==> src/rtl/vendor_multi_if.sv <==
// vendor_multi_if: front-end / driver-board bundle for the vending controller.
//   master : coin/keypad front end. Drives product, select, coin, drop_coin, check, cancel,
//            drop_product, restock and restock_qty. Observes the controller outputs.
//   slave  : vendor_multi. Drives motor, LED, credit, change_valid, change_amt, coin_reject,
//            sold_out and stock_empty.
interface vendor_multi_if #(
  parameter int unsigned NUM_PRODUCTS = 4,
  parameter int unsigned MONEY_W      = 9,
  parameter int unsigned STOCK_W      = 4
);
  localparam int unsigned PROD_W = (NUM_PRODUCTS > 1) ? $clog2(NUM_PRODUCTS) : 1;

  logic [PROD_W-1:0]       product;
  logic                    select;
  logic [1:0]              coin;
  logic                    drop_coin;
  logic                    check;
  logic                    cancel;
  logic                    drop_product;
  logic                    restock;
  logic [STOCK_W-1:0]      restock_qty;
  logic                    motor;
  logic [2:0]              LED;
  logic [MONEY_W-1:0]      credit;
  logic                    change_valid;
  logic [MONEY_W-1:0]      change_amt;
  logic                    coin_reject;
  logic                    sold_out;
  logic [NUM_PRODUCTS-1:0] stock_empty;

  modport master (
    output product, select, coin, drop_coin, check, cancel, drop_product, restock, restock_qty,
    input  motor, LED, credit, change_valid, change_amt, coin_reject, sold_out, stock_empty
  );

  modport slave (
    input  product, select, coin, drop_coin, check, cancel, drop_product, restock, restock_qty,
    output motor, LED, credit, change_valid, change_amt, coin_reject, sold_out, stock_empty
  );
endinterface

==> src/rtl/vendor_multi.sv <==
// vendor_multi: multi-product vending controller with per-product price and stock, credit
// ceiling, cancel, inactivity timeout and change return. All outputs are registered.
//   clk   : system clock, rising edge
//   reset : synchronous, active-high
//   bus   : vendor_multi_if.slave (strobes in; motor, LED state code, credit, change and
//           status pulses out)
module vendor_multi #(
  parameter int unsigned NUM_PRODUCTS = 4,
  parameter int unsigned MONEY_W      = 9,
  parameter logic [NUM_PRODUCTS*MONEY_W-1:0] PRICES =
    {9'd150, 9'd100, 9'd50, 9'd10},
  parameter logic [4*MONEY_W-1:0] COIN_VALUES =
    {9'd100, 9'd50, 9'd20, 9'd10},
  parameter int unsigned MAX_CREDIT   = 250,
  parameter int unsigned STOCK_W      = 4,
  parameter int unsigned INIT_STOCK   = 8,
  parameter int unsigned TIMEOUT      = 1000
) (
  input  logic          clk,
  input  logic          reset,
  vendor_multi_if.slave bus
);
  localparam int unsigned PROD_W = (NUM_PRODUCTS > 1) ? $clog2(NUM_PRODUCTS) : 1;
  localparam int unsigned TMR_W  = $clog2(TIMEOUT + 1);

  typedef enum logic [2:0] {
    S_IDLE    = 3'd0,
    S_COLLECT = 3'd1,
    S_CHECK   = 3'd2,
    S_VEND    = 3'd3,
    S_SHORT   = 3'd4,
    S_REFUND  = 3'd5
  } state_e;

  state_e                                state_q, state_d;
  logic [PROD_W-1:0]                     cur_q, cur_d;
  logic [MONEY_W-1:0]                    credit_q, credit_d;
  logic [NUM_PRODUCTS-1:0][STOCK_W-1:0]  stock_q, stock_d;
  logic [TMR_W-1:0]                      tmr_q, tmr_d;
  logic                                  motor_q, motor_d;
  logic                                  change_valid_q, change_valid_d;
  logic [MONEY_W-1:0]                    change_amt_q, change_amt_d;
  logic                                  coin_reject_q, coin_reject_d;
  logic                                  sold_out_q, sold_out_d;
  logic [NUM_PRODUCTS-1:0]               stock_empty_q, stock_empty_d;

  logic                                  prod_ok;
  logic [STOCK_W-1:0]                    sel_stock;
  logic [MONEY_W-1:0]                    coin_val;
  logic [MONEY_W-1:0]                    price_cur;
  logic [MONEY_W:0]                      coin_sum;
  logic                                  coin_fits;
  logic                                  tmr_hit;

  assign prod_ok   = 32'(bus.product) < NUM_PRODUCTS;
  assign sel_stock = prod_ok ? stock_q[bus.product] : '0;
  assign coin_val  = COIN_VALUES[bus.coin*MONEY_W +: MONEY_W];
  assign price_cur = PRICES[cur_q*MONEY_W +: MONEY_W];
  // One extra bit so the ceiling test cannot be fooled by wrap-around.
  assign coin_sum  = {1'b0, credit_q} + {1'b0, coin_val};
  assign coin_fits = coin_sum <= (MONEY_W+1)'(MAX_CREDIT);
  assign tmr_hit   = tmr_q == TMR_W'(TIMEOUT - 1);

  always_ff @(posedge clk) begin
    if (reset) begin
      state_q        <= S_IDLE;
      cur_q          <= '0;
      credit_q       <= '0;
      tmr_q          <= '0;
      for (int unsigned i = 0; i < NUM_PRODUCTS; i++) stock_q[i] <= STOCK_W'(INIT_STOCK);
      motor_q        <= 1'b0;
      change_valid_q <= 1'b0;
      change_amt_q   <= '0;
      coin_reject_q  <= 1'b0;
      sold_out_q     <= 1'b0;
      stock_empty_q  <= (INIT_STOCK == 0) ? '1 : '0;
    end else begin
      state_q        <= state_d;
      cur_q          <= cur_d;
      credit_q       <= credit_d;
      tmr_q          <= tmr_d;
      stock_q        <= stock_d;
      motor_q        <= motor_d;
      change_valid_q <= change_valid_d;
      change_amt_q   <= change_amt_d;
      coin_reject_q  <= coin_reject_d;
      sold_out_q     <= sold_out_d;
      stock_empty_q  <= stock_empty_d;
    end
  end

  // Timer defaults to zero, so every state change and every accepted strobe restarts it.
  always_comb begin
    state_d  = state_q;
    cur_d    = cur_q;
    credit_d = credit_q;
    stock_d  = stock_q;
    tmr_d    = '0;
    case (state_q)
      S_IDLE: begin
        if (bus.select && prod_ok && sel_stock != '0) begin
          cur_d   = bus.product;
          state_d = S_COLLECT;
        end
        if (bus.restock && prod_ok) stock_d[bus.product] = bus.restock_qty;
      end
      S_COLLECT: begin
        if (bus.cancel) begin
          state_d = S_REFUND;
        end else begin
          // A coin alongside check is credited before CHECK evaluates it.
          if (bus.drop_coin && coin_fits) credit_d = coin_sum[MONEY_W-1:0];
          if (bus.check)                       state_d = S_CHECK;
          else if (bus.drop_coin && coin_fits) tmr_d   = '0;
          else if (tmr_hit)                    state_d = S_REFUND;
          else                                 tmr_d   = tmr_q + 1'b1;
        end
      end
      S_CHECK: begin
        if (credit_q >= price_cur) begin
          credit_d = credit_q - price_cur;
          if (stock_q[cur_q] != '0) stock_d[cur_q] = stock_q[cur_q] - 1'b1;
          state_d  = S_VEND;
        end else begin
          state_d  = S_SHORT;
        end
      end
      S_SHORT: begin
        if (bus.cancel)     state_d = S_REFUND;
        else if (bus.check) state_d = S_COLLECT;
        else if (tmr_hit)   state_d = S_REFUND;
        else                tmr_d   = tmr_q + 1'b1;
      end
      S_VEND: begin
        if (bus.drop_product) state_d = (credit_q != '0) ? S_REFUND : S_IDLE;
      end
      S_REFUND: begin
        credit_d = '0;
        state_d  = S_IDLE;
      end
      default: state_d = S_IDLE;
    endcase
  end

  // Next values of the registered outputs.
  always_comb begin
    motor_d        = state_d == S_VEND;
    change_valid_d = (state_q == S_REFUND) && (credit_q != '0);
    change_amt_d   = change_valid_d ? credit_q : '0;
    // Coins are only taken in COLLECT, within the ceiling, and not alongside cancel.
    coin_reject_d  = bus.drop_coin && !((state_q == S_COLLECT) && !bus.cancel && coin_fits);
    sold_out_d     = (state_q == S_IDLE) && bus.select && (!prod_ok || sel_stock == '0);
    for (int unsigned i = 0; i < NUM_PRODUCTS; i++) stock_empty_d[i] = stock_d[i] == '0;
  end

  assign bus.motor        = motor_q;
  assign bus.LED          = state_q;
  assign bus.credit       = credit_q;
  assign bus.change_valid = change_valid_q;
  assign bus.change_amt   = change_amt_q;
  assign bus.coin_reject  = coin_reject_q;
  assign bus.sold_out     = sold_out_q;
  assign bus.stock_empty  = stock_empty_q;
endmodule

==> src/flat_wrapper.sv <==
// flat-port wrapper written by rule: the top's interface ports become plain ports
module vendor_multi_flat 
#(
  parameter int unsigned NUM_PRODUCTS = 4,
  parameter int unsigned MONEY_W      = 9,
  parameter logic [NUM_PRODUCTS*MONEY_W-1:0] PRICES =
    {9'd150, 9'd100, 9'd50, 9'd10},
  parameter logic [4*MONEY_W-1:0] COIN_VALUES =
    {9'd100, 9'd50, 9'd20, 9'd10},
  parameter int unsigned MAX_CREDIT   = 250,
  parameter int unsigned STOCK_W      = 4,
  parameter int unsigned INIT_STOCK   = 8,
  parameter int unsigned TIMEOUT      = 1000
)
  (clk, reset, bus_product, bus_select, bus_coin, bus_drop_coin, bus_check, bus_cancel, bus_drop_product, bus_restock, bus_restock_qty, bus_motor, bus_LED, bus_credit, bus_change_valid, bus_change_amt, bus_coin_reject, bus_sold_out, bus_stock_empty);
  vendor_multi_if #(.NUM_PRODUCTS(NUM_PRODUCTS), .MONEY_W(MONEY_W), .STOCK_W(STOCK_W)) bus_i ();
  input  logic clk;
  input  logic reset;
  input wire logic [$bits(bus_i.product)-1:0] bus_product;
  input wire logic [$bits(bus_i.select)-1:0] bus_select;
  input wire logic [$bits(bus_i.coin)-1:0] bus_coin;
  input wire logic [$bits(bus_i.drop_coin)-1:0] bus_drop_coin;
  input wire logic [$bits(bus_i.check)-1:0] bus_check;
  input wire logic [$bits(bus_i.cancel)-1:0] bus_cancel;
  input wire logic [$bits(bus_i.drop_product)-1:0] bus_drop_product;
  input wire logic [$bits(bus_i.restock)-1:0] bus_restock;
  input wire logic [$bits(bus_i.restock_qty)-1:0] bus_restock_qty;
  output wire logic [$bits(bus_i.motor)-1:0] bus_motor;
  output wire logic [$bits(bus_i.LED)-1:0] bus_LED;
  output wire logic [$bits(bus_i.credit)-1:0] bus_credit;
  output wire logic [$bits(bus_i.change_valid)-1:0] bus_change_valid;
  output wire logic [$bits(bus_i.change_amt)-1:0] bus_change_amt;
  output wire logic [$bits(bus_i.coin_reject)-1:0] bus_coin_reject;
  output wire logic [$bits(bus_i.sold_out)-1:0] bus_sold_out;
  output wire logic [$bits(bus_i.stock_empty)-1:0] bus_stock_empty;
  assign bus_i.product = bus_product;
  assign bus_i.select = bus_select;
  assign bus_i.coin = bus_coin;
  assign bus_i.drop_coin = bus_drop_coin;
  assign bus_i.check = bus_check;
  assign bus_i.cancel = bus_cancel;
  assign bus_i.drop_product = bus_drop_product;
  assign bus_i.restock = bus_restock;
  assign bus_i.restock_qty = bus_restock_qty;
  assign bus_motor = bus_i.motor;
  assign bus_LED = bus_i.LED;
  assign bus_credit = bus_i.credit;
  assign bus_change_valid = bus_i.change_valid;
  assign bus_change_amt = bus_i.change_amt;
  assign bus_coin_reject = bus_i.coin_reject;
  assign bus_sold_out = bus_i.sold_out;
  assign bus_stock_empty = bus_i.stock_empty;
  vendor_multi #(.NUM_PRODUCTS(NUM_PRODUCTS), .MONEY_W(MONEY_W), .PRICES(PRICES), .COIN_VALUES(COIN_VALUES), .MAX_CREDIT(MAX_CREDIT), .STOCK_W(STOCK_W), .INIT_STOCK(INIT_STOCK), .TIMEOUT(TIMEOUT)) u_core (.clk(clk), .reset(reset), .bus(bus_i));
endmodule
==> config.mk <==
export PLATFORM = sky130hd
export DESIGN_NAME = vendor_multi_flat
export DESIGN_NICKNAME = d
export VERILOG_FILES = /design/src/rtl/vendor_multi_if.sv /design/src/rtl/vendor_multi.sv /design/src/flat_wrapper.sv
export SDC_FILE = /design/constraint.sdc
export NUM_CORES = 1
export LEC_CHECK = 0
export ABC_AREA = 0
export CAP_MARGIN = 20
export CORE_AREA = 2 2 82 143
export DETAILED_ROUTE_END_ITERATION = 10
export DIE_AREA = 0 0 84 145
export MAX_ROUTING_LAYER = met4
export PLACE_DENSITY = 0.63
export SLEW_MARGIN = 20
export SYNTH_ARGS = -nofsm -noshare
export SYNTH_HDL_FRONTEND = slang
export SYNTH_SLANG_ARGS = --single-unit
==> constraint.sdc <==
create_clock -name clk -period 4.31 [get_ports clk]
set_input_delay 0.431 -clock clk [delete_from_list [all_inputs] [get_ports clk]]
set_output_delay 0.431 -clock clk [all_outputs]
set_load 0.01 [all_outputs]
Yosys cells after proc, flatten, opt, wreduce, memory -nomap -nowiden
Index checks and enable logic that the tools add are counted.

Register bits: 57. Output and inout bits: 29. Input port bits: 16.

Add/subtract/negate cells: 4. Shifts and indexed selects: 2. Eq/ne operators: 10. Magnitude comparators: 6. Multiplexer cells: 36. Bitwise logic cells: 1. Reductions and logical operators: 25. Multipliers: 2.

Operators by type and width (number): 36-bit by 7-bit variable part select with 9-bit output (first input constant) (2); 10-bit two-way mux (6); 16-bit two-way mux (3); 16-bit bitwise mux (2); 16-bit case mux with 2 select lines (1); 3-bit two-way mux (10); 9-bit two-way mux (3); 9-bit case mux with 3 select lines (1); 4-bit zero test (5); 10-bit case mux with 2 select lines (1); 4-bit binary-select mux with 2-bit select (2); 4-bit demux with 2-bit select (2); 4-bit two-way mux (4); 3-bit case mux with 5 select lines (1); 2-bit by 4-bit multiplier with 6-bit output (second input constant) (2); 10-bit by 1-bit adder with 10-bit output (second input constant) (1); 9-bit by 9-bit adder with 10-bit output (1); 10-bit equality test (second input constant) (1); 10-bit by 8-bit <= comparator with 1-bit output (second input constant) (1); 1-bit logical AND (10); 3-bit by 2-bit equality test with 1-bit output (second input constant) (3); 9-bit greater-or-equal comparator (1); 9-bit nonzero test (1); 9-bit subtractor (1); 15 further kinds (21).

Logic depth before layout (Yosys ltp)
Gate-level depths: netlist of the first run.

Word-level depth: 10. Gate-level depth with buffers: 15.

Worst setup path after synthesis of the first run
OpenSTA, ideal clock, no wires.

Path type: input-to-reg. Start: in bus_coin[0]. End: reg u_core.credit_q[1], in the netlist u_core.bus.credit[1]. Stages: 13. Arrival: 3338 ps. Required time: 4214 ps. Setup time: 96 ps. Buffers on the path: 0. Slack: 876 ps. Cells stage by stage: inv_1 > ha_1 > or2_2 > ha_1 > inv_1 > fa_1 > o21bai_1 > a311oi_1 > nor4b_1 > nor3_1 > o311ai_2 > nand2_1 > a221oi_1.

Cells in the longest elaborated chain, start to end: 7.

RTL lines: from (decl) (RTL line flat_wrapper.sv:21) `input wire logic [$bits(bus_i.coin)-1:0] bus_coin;`; 2-bit by 4-bit multiplier with 6-bit output * (RTL line vendor_multi.sv:57) `assign coin_val = COIN_VALUES[bus.coin*MONEY_W +: MONEY_W];`; 36-bit by 7-bit variable part select with 9-bit output * (RTL line vendor_multi.sv:57); 9-bit by 9-bit adder with 10-bit output * (RTL line vendor_multi.sv:60) `assign coin_sum = {1'b0, credit_q} + {1'b0, coin_val};`; 10-bit by 8-bit <= comparator with 1-bit output (RTL line vendor_multi.sv:61) `assign coin_fits = coin_sum <= (MONEY_W+1)'(MAX_CREDIT);`; 1-bit logical AND (RTL line vendor_multi.sv:112) `if (bus.drop_coin && coin_fits) credit_d = coin_sum[MONEY_W-1:0];`; 2-bit by 1-bit inequality test with 1-bit output (no line); 4-bit AND reduction (no line); to (signal assigned) (RTL line vendor_multi.sv:80) `credit_q <= credit_d;`; to (decl) (RTL line vendor_multi.sv:37) `logic [MONEY_W-1:0] credit_q, credit_d;`.

Every way passes the cells marked *; elsewhere a longest branch is shown, timed or not. The select of a mux whose other input is x is not followed. A chain may end at the register's enable or synchronous reset.

Worst setup path in the final report of the first run
Start: in bus_coin[0]. End: reg u_core.credit_q[5], in the netlist u_core.bus.credit[5].

The elaborated chain is that of the path after synthesis.

==> impl_metrics.py, run 1 <==
metrics = {
    "critical_path": {
        "cp_data_arrival_time_ns": 4.23,
        "cp_num_buf_inv": 4,
        "critical_path_depth": 15,
        "critPathMaxStageDelay_ns": 0.52,
        "crit_fanout": 6,
        "crit_type": "input pin to flop",
        "worstReg2RegEnd": "u_core.bus.stock_empty[1]$_SDFF_PP0_",
        "cp_top_family": "compound AO/OA/AOI/OAI gates",
        "critPathCaptureType": "flop",
        "reg2reg_depth": 11,
        "cp_data_required_time_ns": 4.54,
        "start_kind": "input pin",
        "timing.critical_path.cells": "clkdlybuf4s50_1, inv_1, ha_1, or2_2, ha_1, inv_1, fa_1, o21bai_1, a311oi_1, buf_4, nor4b_1, nor3_1, o311ai_2, nand2_1, a221oi_1",
        "startpoint": "bus_coin[0]",
        "crit_end": "u_core.bus.credit[5]$_SDFFE_PP0P_",
        "r2r_start": "u_core.cur_q[0]$_SDFFE_PP0P_",
        "rrSetupSlack_ns": 0.63,
        "crit_slowest_cell": "clkdlybuf4s50_1",
    },
    "synthesis": {
        "synth-seq-cells": 57,
        "avgSynthCellArea_um2": 8.25,
        "synth_area_um2": 3660,
        "syn-num-nets": 483,
        "synth_edf_count": 0,
        "synth-main-ff-cell": "dfxtp_1",
        "seq_area_frac_synth_pct": 31.2,
        "netlist_instances": 443,
        "synth.distinct_cells": 59,
        "yosys_warnings": 0,
        "async_flop_share_pct": 0,
    },
    "power_and_ir_drop": {
        "ir_drop_v": 0.000266,
        "total_power_mw": 1.97,
        "leakagePower_nw": 1.70,
        "powerDensity_nw_per_um2": 436,
    },
    "placed_design": {
        "io_buffers": 44,
        "dp_hpwl_mm": 8.47,
        "globalplace.congestion": 0.974,
        "preCtsSetupSlack_ns": 0.0336,
    },
    "sta": {
        "maxSlewHeadroom_pct": 48.5,
        "worst_pin_slew_ns": 0.770,
        "maxSlewViolCount": 0,
        "clock_skew_ns": 0.00568,
        "fmax_mhz": 250,
        "fin_setup_tns_ns": 0,
        "fin_ws_ns": 0.310,
        "hold_slack_ns": 0.461,
        "grt_setup_unrepaired": "false",
        "finalCritPeriodShare_pct": 92.8,
        "hold_violations": 0,
        "setup_viol": 0,
        "finalCriticalPeriod_ns": 4.00,
    },
    "grt": {
        "grt_max_degree": 44,
        "grt_pass1_vias": 3605,
        "antenna_found_initial": 0,
        "overflow": 0,
        "grt_pass1_wl_mm": 17.8,
        "track_usage_pct": 19.0,
    },
    "floorplan": {
        "die_area_um2": 12200,
        "start_util_pct": 33.1,
        "core_region_area_um2": 11000,
        "boundaryPins": 45,
        "rows": 51,
        "dieWidth_um": 84,
        "fp.dieH_um": 145,
    },
    "clock_tree": {
        "cts.sinks": 57,
        "cts_tree": "done",
        "cts-root-buf": "clkbuf_16",
        "numCtsBuffers": 9,
        "ctsHtreeMaxLevel": 3,
        "clkTransAtPathRegs_ns": 0.05,
        "cts_resized": 0,
        "clockBufferDepth": 2,
        "worstSkewPairLatency_ns": 0.33,
        "post_cts_buffers": 0,
        "cts_hold_buffers": 0,
    },
    "route": {
        "vias": 3623,
        "drc": 0,
        "vias_per_cell": 5.82,
        "ant_nets": 0,
        "wire_per_inst_um": 17.8,
        "wl_mm": 11.1,
        "drt_first_iter_violations": 253,
        "dr.pass1.iters": 5,
    },
    "hold_path": {
        "hold_class": "flop to flop",
        "hold_path.startpoint": "u_core.tmr_q[0]$_SDFF_PP0_",
    },
    "final_layout": {
        "syn_to_final_growth_pct": 23.7,
        "diodes": 0,
        "finalNetCount": 526,
        "drive_above_1_share_pct": 5.70,
        "fillers": 1124,
    },
    "run_status": {
        "status": "completed",
    },
    "run": {
        "max-cap-violations": 0,
    },
}
==> sequential cells by signal, indices dropped and copies added (netlist names), named ones only <==
signal,flops
u_core.bus.change_valid,1
u_core.bus.LED,3
u_core.stock_q,16
u_core.bus.stock_empty,4
u_core.bus.credit,8
u_core.bus.motor,1
u_core.bus.coin_reject,1
u_core.cur_q,2
u_core.bus.sold_out,1
u_core.tmr_q,10
u_core.bus.change_amt,9
==> placed cells by master, fill, tap and decap left out, types with 5 or more instances in the layout <==
cell | netlist | layout
dfxtp_1 | 57 | 57
nor2_1 | 55 | 55
clkdlybuf4s50_1 | 0 | 44
inv_1 | 31 | 31
nand2_1 | 28 | 28
ha_1 | 23 | 23
a21oi_1 | 21 | 21
nand3_1 | 18 | 18
o21ai_0 | 14 | 14
xnor2_1 | 13 | 13
nor4_1 | 12 | 12
nor3_1 | 11 | 11
a31oi_1 | 11 | 11
and3_1 | 10 | 10
a221oi_1 | 10 | 10
nor2b_1 | 9 | 9
clkbuf_16 | 0 | 9
xor2_1 | 8 | 8
a211oi_1 | 6 | 6
a311oi_1 | 6 | 6
a21o_1 | 6 | 6
buf_4 | 0 | 6
mux2i_1 | 5 | 5
nand2b_1 | 5 | 5
and4_1 | 5 | 5
==> synth_stat cells (2+ instances only) <==
master,n,share of area [%]
xnor2_1,13,3.1
xor2_1,8,1.9
a221o_1,4,1.1
nor4_1,12,2.1
and3_1,10,1.7
nand4_1,3,0.51
or2_2,2,0.34
clkbuf_1,14,1.4
nor2_1,55,5.6
mux2i_1,5,1.4
a21o_1,6,1.2
a32o_1,4,1.1
a22oi_1,3,0.62
a311oi_1,6,1.4
o22ai_1,3,0.51
nand3_1,18,2.5
mux4_1,3,2.2
nand2b_1,5,0.86
o21ai_0,14,1.9
nor2b_1,9,1.5
a21oi_1,21,2.9
dfxtp_1,57,31
inv_1,31,3.2
nor3_1,11,1.5
and4_1,5,1.2
or3_1,4,0.68
and2_1,2,0.34
o21bai_1,4,0.82
nand2_1,28,2.9
a211oi_1,6,1.2
buf_6,3,0.92
o32ai_1,3,0.72
a221oi_1,10,2.4
mux4_2,2,1.2
o31a_1,2,0.48
ha_1,23,7.9
a31oi_1,11,1.9
o21a_1,2,0.41
==> worst register-to-register path, stage by stage, from the launching register on <==
cell and delay (ns):
dfxtp_1 0.42, inv_1 0.16, ha_1 0.42, inv_1 0.15
ha_1 0.36, nand3_1 0.10, o41ai_1 0.52, o31a_1 0.48
nand2_1 0.21, and3_1 0.23, a311oi_1 0.32, and4_1 0.25
==> report_power, final <==
group	switching, mW	leakage, nW	internal (mW)
registers	0.0512	0.462	0.561
clock network	0.246	0.155	0.476
logic	0.381	1.09	0.257
==> logic make-up after synthesis <==
| group | share of synthesized area (%) |
|---|---|
| multiplexers | 4.76 |
| adder cells (fa/ha/maj) | 8.42 |
| AND/OR/NAND/NOR | 23.4 |
| AO/OA/AOI/OAI | 21.4 |
| buffers and inverters | 5.78 |
| flip-flops | 31.2 |
| XOR/XNOR | 5.03 |
==> how the worst min path moves through the flow <==
stage | to | cells after the start
6_report | u_core.tmr_q[0]$_SDFF_PP0_ | 1
5_1_grt | u_core.tmr_q[0]$_SDFF_PP0_ | 1
4_1_cts | u_core.tmr_q[0]$_SDFF_PP0_ | 1
3_5_place_dp | u_core.tmr_q[0]$_SDFF_PP0_ | 1
3_3_place_gp | u_core.tmr_q[0]$_SDFF_PP0_ | 1
2_1_floorplan | u_core.tmr_q[0]$_SDFF_PP0_ | 1
==> routing by layer <==
layer  global-route usage [%]  part of all wire, %
met5                        -                    0
met4                     11.4                  5.7
met3                     4.27                  4.5
met2                     34.4                   54
met1                     17.9                   36
==> per-stage QoR <==
stage               util [%]  cell area, µm²  std cells
floorplan                  -            3660        443
global placement        38.2            4220        607
detailed placement      38.2            4220        607
CTS                     41.0            4520        623
global route            41.0            4520        623
finish                  41.0            4520        623
==> area by class of cell <==
type	instances	area [µm²]	area share, %
inverters	32	120	2.66
repair buffers	50	485	10.7
clock buffers	11	253	5.59
well taps	132	165	3.65
clock inverters	5	53.8	1.19
flip-flops and latches	57	1140	25.2
multi-input cells	336	2300	50.9
(Power assumes the default switching activity.)
==> run 2: changes to the inputs <==
--- a/config.mk
+++ b/config.mk
@@ -10,9 +10,7 @@
 export CORE_AREA = 2 2 82 143
 export DETAILED_ROUTE_END_ITERATION = 10
 export DIE_AREA = 0 0 84 145
-export MAX_ROUTING_LAYER = met4
 export PLACE_DENSITY = 0.63
-export SLEW_MARGIN = 20
 export SYNTH_ARGS = -nofsm -noshare
 export SYNTH_HDL_FRONTEND = slang
 export SYNTH_SLANG_ARGS = --single-unit
==> impl_metrics.py, run 2 (same netlist as run 1, synthesis figures left out) <==
metrics = {
    "run_status": {
        "status": "completed",
    },
    "placed_design": {
        "dp_hpwl_mm": 8.40,
        "placed_cells": 606,
        "preCtsSetupSlack_ns": 0.0571,
        "placed_area_um2": 4210,
        "globalplace.congestion": 0.951,
        "io_buffers": 44,
    },
    "sta": {
        "setup_viol": 0,
        "grt_setup_unrepaired": "false",
        "hold_slack_ns": 0.459,
        "maxSlewHeadroom_pct": 47.3,
        "fmax_mhz": 249,
        "finalCritPeriodShare_pct": 93.3,
        "finalCriticalPeriod_ns": 4.02,
        "worst_pin_slew_ns": 0.788,
        "fin_setup_tns_ns": 0,
        "hold_violations": 0,
        "fin_ws_ns": 0.287,
        "maxSlewViolCount": 0,
        "clock_skew_ns": 0.00665,
    },
    "final_layout": {
        "finalNonFillerCells": 622,
        "fillers": 1115,
        "diodes": 0,
        "regMostFlops": "u_core.stock_q",
        "drive_above_1_share_pct": 5.31,
        "final_common_cell": "dfxtp_1",
        "final_cell_mix": "dfxtp_1, nor2_1, clkdlybuf4s50_1",
        "utilization_pct": 41.0,
        "finalNetCount": 525,
        "largest_reg_flops": 16,
        "syn_to_final_growth_pct": 23.9,
        "design_area_um2": 4530,
    },
    "floorplan": {
        "core_region_area_um2": 11000,
        "die_area_um2": 12200,
        "start_util_pct": 33.1,
        "boundaryPins": 45,
        "dieWidth_um": 84,
        "fp.dieH_um": 145,
        "rows": 51,
    },
    "clock_tree": {
        "cts_hold_buffers": 0,
        "cts-root-buf": "clkbuf_16",
        "cts_resized": 0,
        "post_cts_buffers": 0,
        "ctsHtreeMaxLevel": 3,
        "clkTransAtPathRegs_ns": 0.05,
        "cts_tree": "done",
        "cts.sinks": 57,
        "clockBufferDepth": 2,
        "numCtsBuffers": 9,
        "worstSkewPairLatency_ns": 0.33,
    },
    "route": {
        "vias": 3589,
        "wire_per_inst_um": 17.9,
        "drt_first_iter_violations": 258,
        "dr.pass1.iters": 5,
        "drc": 0,
        "wl_mm": 11.1,
        "ant_nets": 0,
        "vias_per_cell": 5.77,
    },
    "power_and_ir_drop": {
        "leakagePower_nw": 1.70,
        "powerDensity_nw_per_um2": 444,
        "total_power_mw": 2.01,
        "ir_drop_v": 0.000237,
    },
    "grt": {
        "antenna_found_initial": 0,
        "overflow": 0,
        "grt_pass1_wl_mm": 17.9,
        "grt_max_degree": 44,
        "track_usage_pct": 18.5,
        "grt_pass1_vias": 3623,
    },
    "critical_path": {
        "cp_data_required_time_ns": 4.52,
        "crit_fanout": 6,
        "cp_data_arrival_time_ns": 4.24,
        "reg2reg_depth": 10,
        "worstReg2RegEnd": "u_core.bus.stock_empty[0]$_SDFF_PP0_",
        "crit_type": "input pin to flop",
        "r2r_start": "u_core.cur_q[1]$_SDFFE_PP0P_",
        "start_kind": "input pin",
        "rrSetupSlack_ns": 0.55,
        "critPathCaptureType": "flop",
    },
    "hold_path": {
        "hold_path.startpoint": "u_core.tmr_q[0]$_SDFF_PP0_",
        "holdPathStages": 1,
        "hold_class": "flop to flop",
        "hold_path_end": "u_core.tmr_q[0]$_SDFF_PP0_",
    },
    "run": {
        "max-cap-violations": 0,
    },
}
==> run 2: cell types whose count changed in the layout (fill, tap and decap cells not counted) <==
cell,before,now
bufinv_16,1,2
clkbuf_1,0,1
buf_4,6,5
clkinv_2,3,2
clkbuf_8,2,1
==> run 2: worst max-delay path by stage <==
stage / from / endpoint / slack, ns / cells past startpoint
after floorplan: bus_coin[0] / u_core.bus.credit[1]$_SDFFE_PP0P_ / 0.88 / 13
after global placement: bus_coin[0] / u_core.bus.credit[2]$_SDFFE_PP0P_ / 0.24 / 15
after detailed placement: bus_coin[0] / u_core.bus.credit[7]$_SDFFE_PP0P_ / 0.06 / 15
after CTS: bus_coin[0] / u_core.bus.credit[4]$_SDFFE_PP0P_ / 0.37 / 15
after global routing: bus_coin[0] / u_core.bus.credit[4]$_SDFFE_PP0P_ / 0.006 / 15
final: bus_coin[0] / u_core.bus.credit[4]$_SDFFE_PP0P_ / 0.29 / 15
==> run 2: where the power goes <==
part | internal [mW] | switching, mW | total [mW]
Clock | 0.520 | 0.245 | 0.765
Sequential | 0.561 | 0.0535 | 0.614
Combinational | 0.255 | 0.377 | 0.632
Total | 1.34 | 0.675 | 2.01
==> run 2: routing by layer <==
layer	GRT usage, %	vias to the layer above	wire, µm
li1	-	1721	-
met1	18.5	1691	4070
met2	34.5	140	6020
met3	2.90	37	510
met4	11.9	0	518
met5	0	-	0
==> run 2: cell type report <==
class / count / area (µm²) / area share, %
multi-input cells: 336 / 2300 / 50.9
clock inverters: 5 / 78.8 / 1.74
inverters: 32 / 120 / 2.65
flip-flops and latches: 57 / 1140 / 25.2
clock buffers: 11 / 243 / 5.36
repair buffers: 49 / 478 / 10.6
well taps: 132 / 165 / 3.65
==> run 2: critical path, stage by stage <==
cell             delay [ns]
clkdlybuf4s50_1        0.52
inv_1                  0.12
ha_1                   0.28
or2_2                  0.32
ha_1                   0.23
inv_1                  0.08
fa_1                   0.23
o21bai_1               0.09
a311oi_1               0.27
buf_4                  0.17
nor4b_1                0.24
nor3_1                 0.14
o311ai_2               0.44
nand2_1                0.25
a221oi_1               0.42
==> run 3: changes to the inputs <==
==> constraint.sdc (replaced) <==
create_clock -name clk -period 4.6 [get_ports clk]
set_input_delay 0.46 -clock clk [delete_from_list [all_inputs] [get_ports clk]]
set_output_delay 0.46 -clock clk [all_outputs]
set_load 0.01 [all_outputs]
==> impl_metrics.py, run 3 (same netlist as run 1, synthesis figures left out) <==
metrics = {
    "floorplan": {
        "boundaryPins": 45,
        "rows": 51,
        "die_area_um2": 12200,
        "core_region_area_um2": 11000,
        "dieWidth_um": 84,
        "start_util_pct": 33.1,
        "fp.dieH_um": 145,
    },
    "critical_path": {
        "timing.critical_path.cells": "clkdlybuf4s50_1, inv_1, ha_1, or2_2, ha_1, inv_1, fa_1, o21bai_1, a311oi_1, nor4b_1, nor3_1, o311ai_2, buf_4, nand2_1, a221oi_1",
        "crit_slowest_cell": "a311oi_1",
        "cp_data_arrival_time_ns": 4.35,
        "cp_data_required_time_ns": 4.84,
        "crit_fanout": 7,
        "reg2reg_depth": 10,
        "cp_num_buf_inv": 4,
        "worstReg2RegEnd": "u_core.bus.stock_empty[1]$_SDFF_PP0_",
        "rrSetupSlack_ns": 0.79,
        "cp_top_family": "compound AO/OA/AOI/OAI gates",
        "critPathMaxStageDelay_ns": 0.55,
        "startpoint": "bus_coin[0]",
        "r2r_start": "u_core.cur_q[1]$_SDFFE_PP0P_",
        "crit_type": "input pin to flop",
        "start_kind": "input pin",
        "critPathCaptureType": "flop",
    },
    "power_and_ir_drop": {
        "comb_power_share_pct": 30.5,
        "p_switching_mw": 0.638,
        "clkPwrFrac_pct": 39.8,
        "leakagePower_nw": 1.70,
        "powerDensity_nw_per_um2": 427,
        "ir_drop_v": 0.000220,
        "pwr-share-seq_pct": 29.7,
        "switching_share_pct": 32.8,
        "power.internal_mw": 1.31,
    },
    "final_layout": {
        "final_common_cell": "dfxtp_1",
        "diodes": 0,
        "regMostFlops": "u_core.stock_q",
        "largest_reg_flops": 16,
        "drive_above_1_share_pct": 5.11,
        "final_cell_mix": "dfxtp_1, nor2_1, clkdlybuf4s50_1",
        "finalNetCount": 524,
        "syn_to_final_growth_pct": 24.3,
    },
    "clock_tree": {
        "cts-root-buf": "clkbuf_16",
        "cts_tree": "done",
        "clkTransAtPathRegs_ns": 0.05,
        "worstSkewPairLatency_ns": 0.33,
        "clockBufferDepth": 2,
        "post_cts_buffers": 0,
        "numCtsBuffers": 9,
        "cts_hold_buffers": 0,
        "cts.sinks": 57,
        "cts_resized": 0,
        "ctsHtreeMaxLevel": 3,
    },
    "placed_design": {
        "dp_hpwl_mm": 8.49,
        "globalplace.congestion": 0.931,
        "io_buffers": 44,
    },
    "route": {
        "vias_per_cell": 5.88,
        "drc": 0,
        "wl_mm": 11.2,
        "wire_per_inst_um": 18.0,
        "ant_nets": 0,
        "dr.pass1.iters": 6,
        "vias": 3649,
        "drt_first_iter_violations": 286,
    },
    "grt": {
        "overflow": 0,
        "grt_max_degree": 26,
        "antenna_found_initial": 0,
        "grt_pass1_vias": 3646,
        "grt_pass1_wl_mm": 18.1,
        "track_usage_pct": 18.7,
    },
    "sta": {
        "fmax_mhz": 243,
        "finalCritPeriodShare_pct": 89.5,
        "hold_slack_ns": 0.457,
        "setup_viol": 0,
        "maxSlewViolCount": 0,
        "hold_violations": 0,
        "maxSlewHeadroom_pct": 46.2,
        "clock_skew_ns": 0.00727,
        "finalCriticalPeriod_ns": 4.12,
        "grt_setup_unrepaired": "false",
        "fin_setup_tns_ns": 0,
        "worst_pin_slew_ns": 0.801,
    },
    "hold_path": {
        "holdPathStages": 1,
        "hold_path_end": "u_core.tmr_q[0]$_SDFF_PP0_",
        "hold_path.startpoint": "u_core.tmr_q[0]$_SDFF_PP0_",
        "hold_class": "flop to flop",
    },
    "run_status": {
        "status": "completed",
    },
    "run": {
        "max-cap-violations": 0,
    },
}
-- run 3: cell types whose count changed in the layout (fill, tap and decap cells not counted) --
cell        before  now
buf_4            5    4
clkinvlp_4       0    1
clkinv_4         1    0
bufinv_16        2    3
clkinv_2         2    1
-- run 3: cell type report --
cell class	count	area, µm²
Clock inverter	5	103
Multi-Input combinational cell	336	2300
Timing Repair Buffer	48	470
Fill cell	1134	6490
Inverter	32	120
Tap cell	132	165
Clock buffer	11	243
Sequential cell	57	1140
-- run 3: how the worst max path moves through the flow --
stage	endpoint	cells past startpoint
final	u_core.bus.credit[4]$_SDFFE_PP0P_	15
after global routing	u_core.bus.credit[6]$_SDFFE_PP0P_	15
after CTS	u_core.bus.credit[1]$_SDFFE_PP0P_	15
after detailed placement	u_core.bus.credit[2]$_SDFFE_PP0P_	15
after global placement	u_core.bus.credit[5]$_SDFFE_PP0P_	15
after floorplan	u_core.bus.credit[1]$_SDFFE_PP0P_	13
-- run 3: stage by stage --
step / instances / setup slack, ns / power [mW] / util [%] / instance area, µm²
2_1_floorplan: 443 / 1.14 / 0.997 / - / 3660
5_1_grt: 621 / 0.170 / 2.05 / 41.2 / 4550
3_3_place_gp: 605 / 0.399 / 1.16 / 38.0 / 4200
6_report: 621 / 0.485 / 1.94 / 41.2 / 4550
4_1_cts: 621 / 0.523 / 1.95 / 41.2 / 4550
3_5_place_dp: 605 / 0.202 / 1.17 / 38.0 / 4200
-- run 3: power by group through the flow --
stage / sequential (mW) / clock [mW] / combinational [mW]
finish: 0.578 / 0.773 / 0.592
global route: 0.582 / 0.815 / 0.651
CTS: 0.576 / 0.788 / 0.584
detailed placement: 0.586 / 0 / 0.581
global placement: 0.586 / 0 / 0.574
floorplan: 0.573 / 0 / 0.424
-- run 3: worst register-to-register path: stages, from the launching register on --
cell	delay, ns
dfxtp_1	0.54
ha_1	0.50
inv_1	0.16
ha_1	0.37
nand3_1	0.11
o41ai_1	0.53
o31a_1	0.51
nand2_1	0.20
and3_1	0.23
a311oi_1	0.33
and4_1	0.26
-- run 3: routing by layer --
metal / vias to the layer above / track usage, % / share of wire, %
met1: 1734 / 18.6 / 36
met3: 34 / 4.10 / 5.1
li1: 1725 / - / -
met2: 156 / 35.3 / 55
met4: 0 / 10.1 / 3.8
met5: - / 0 / 0
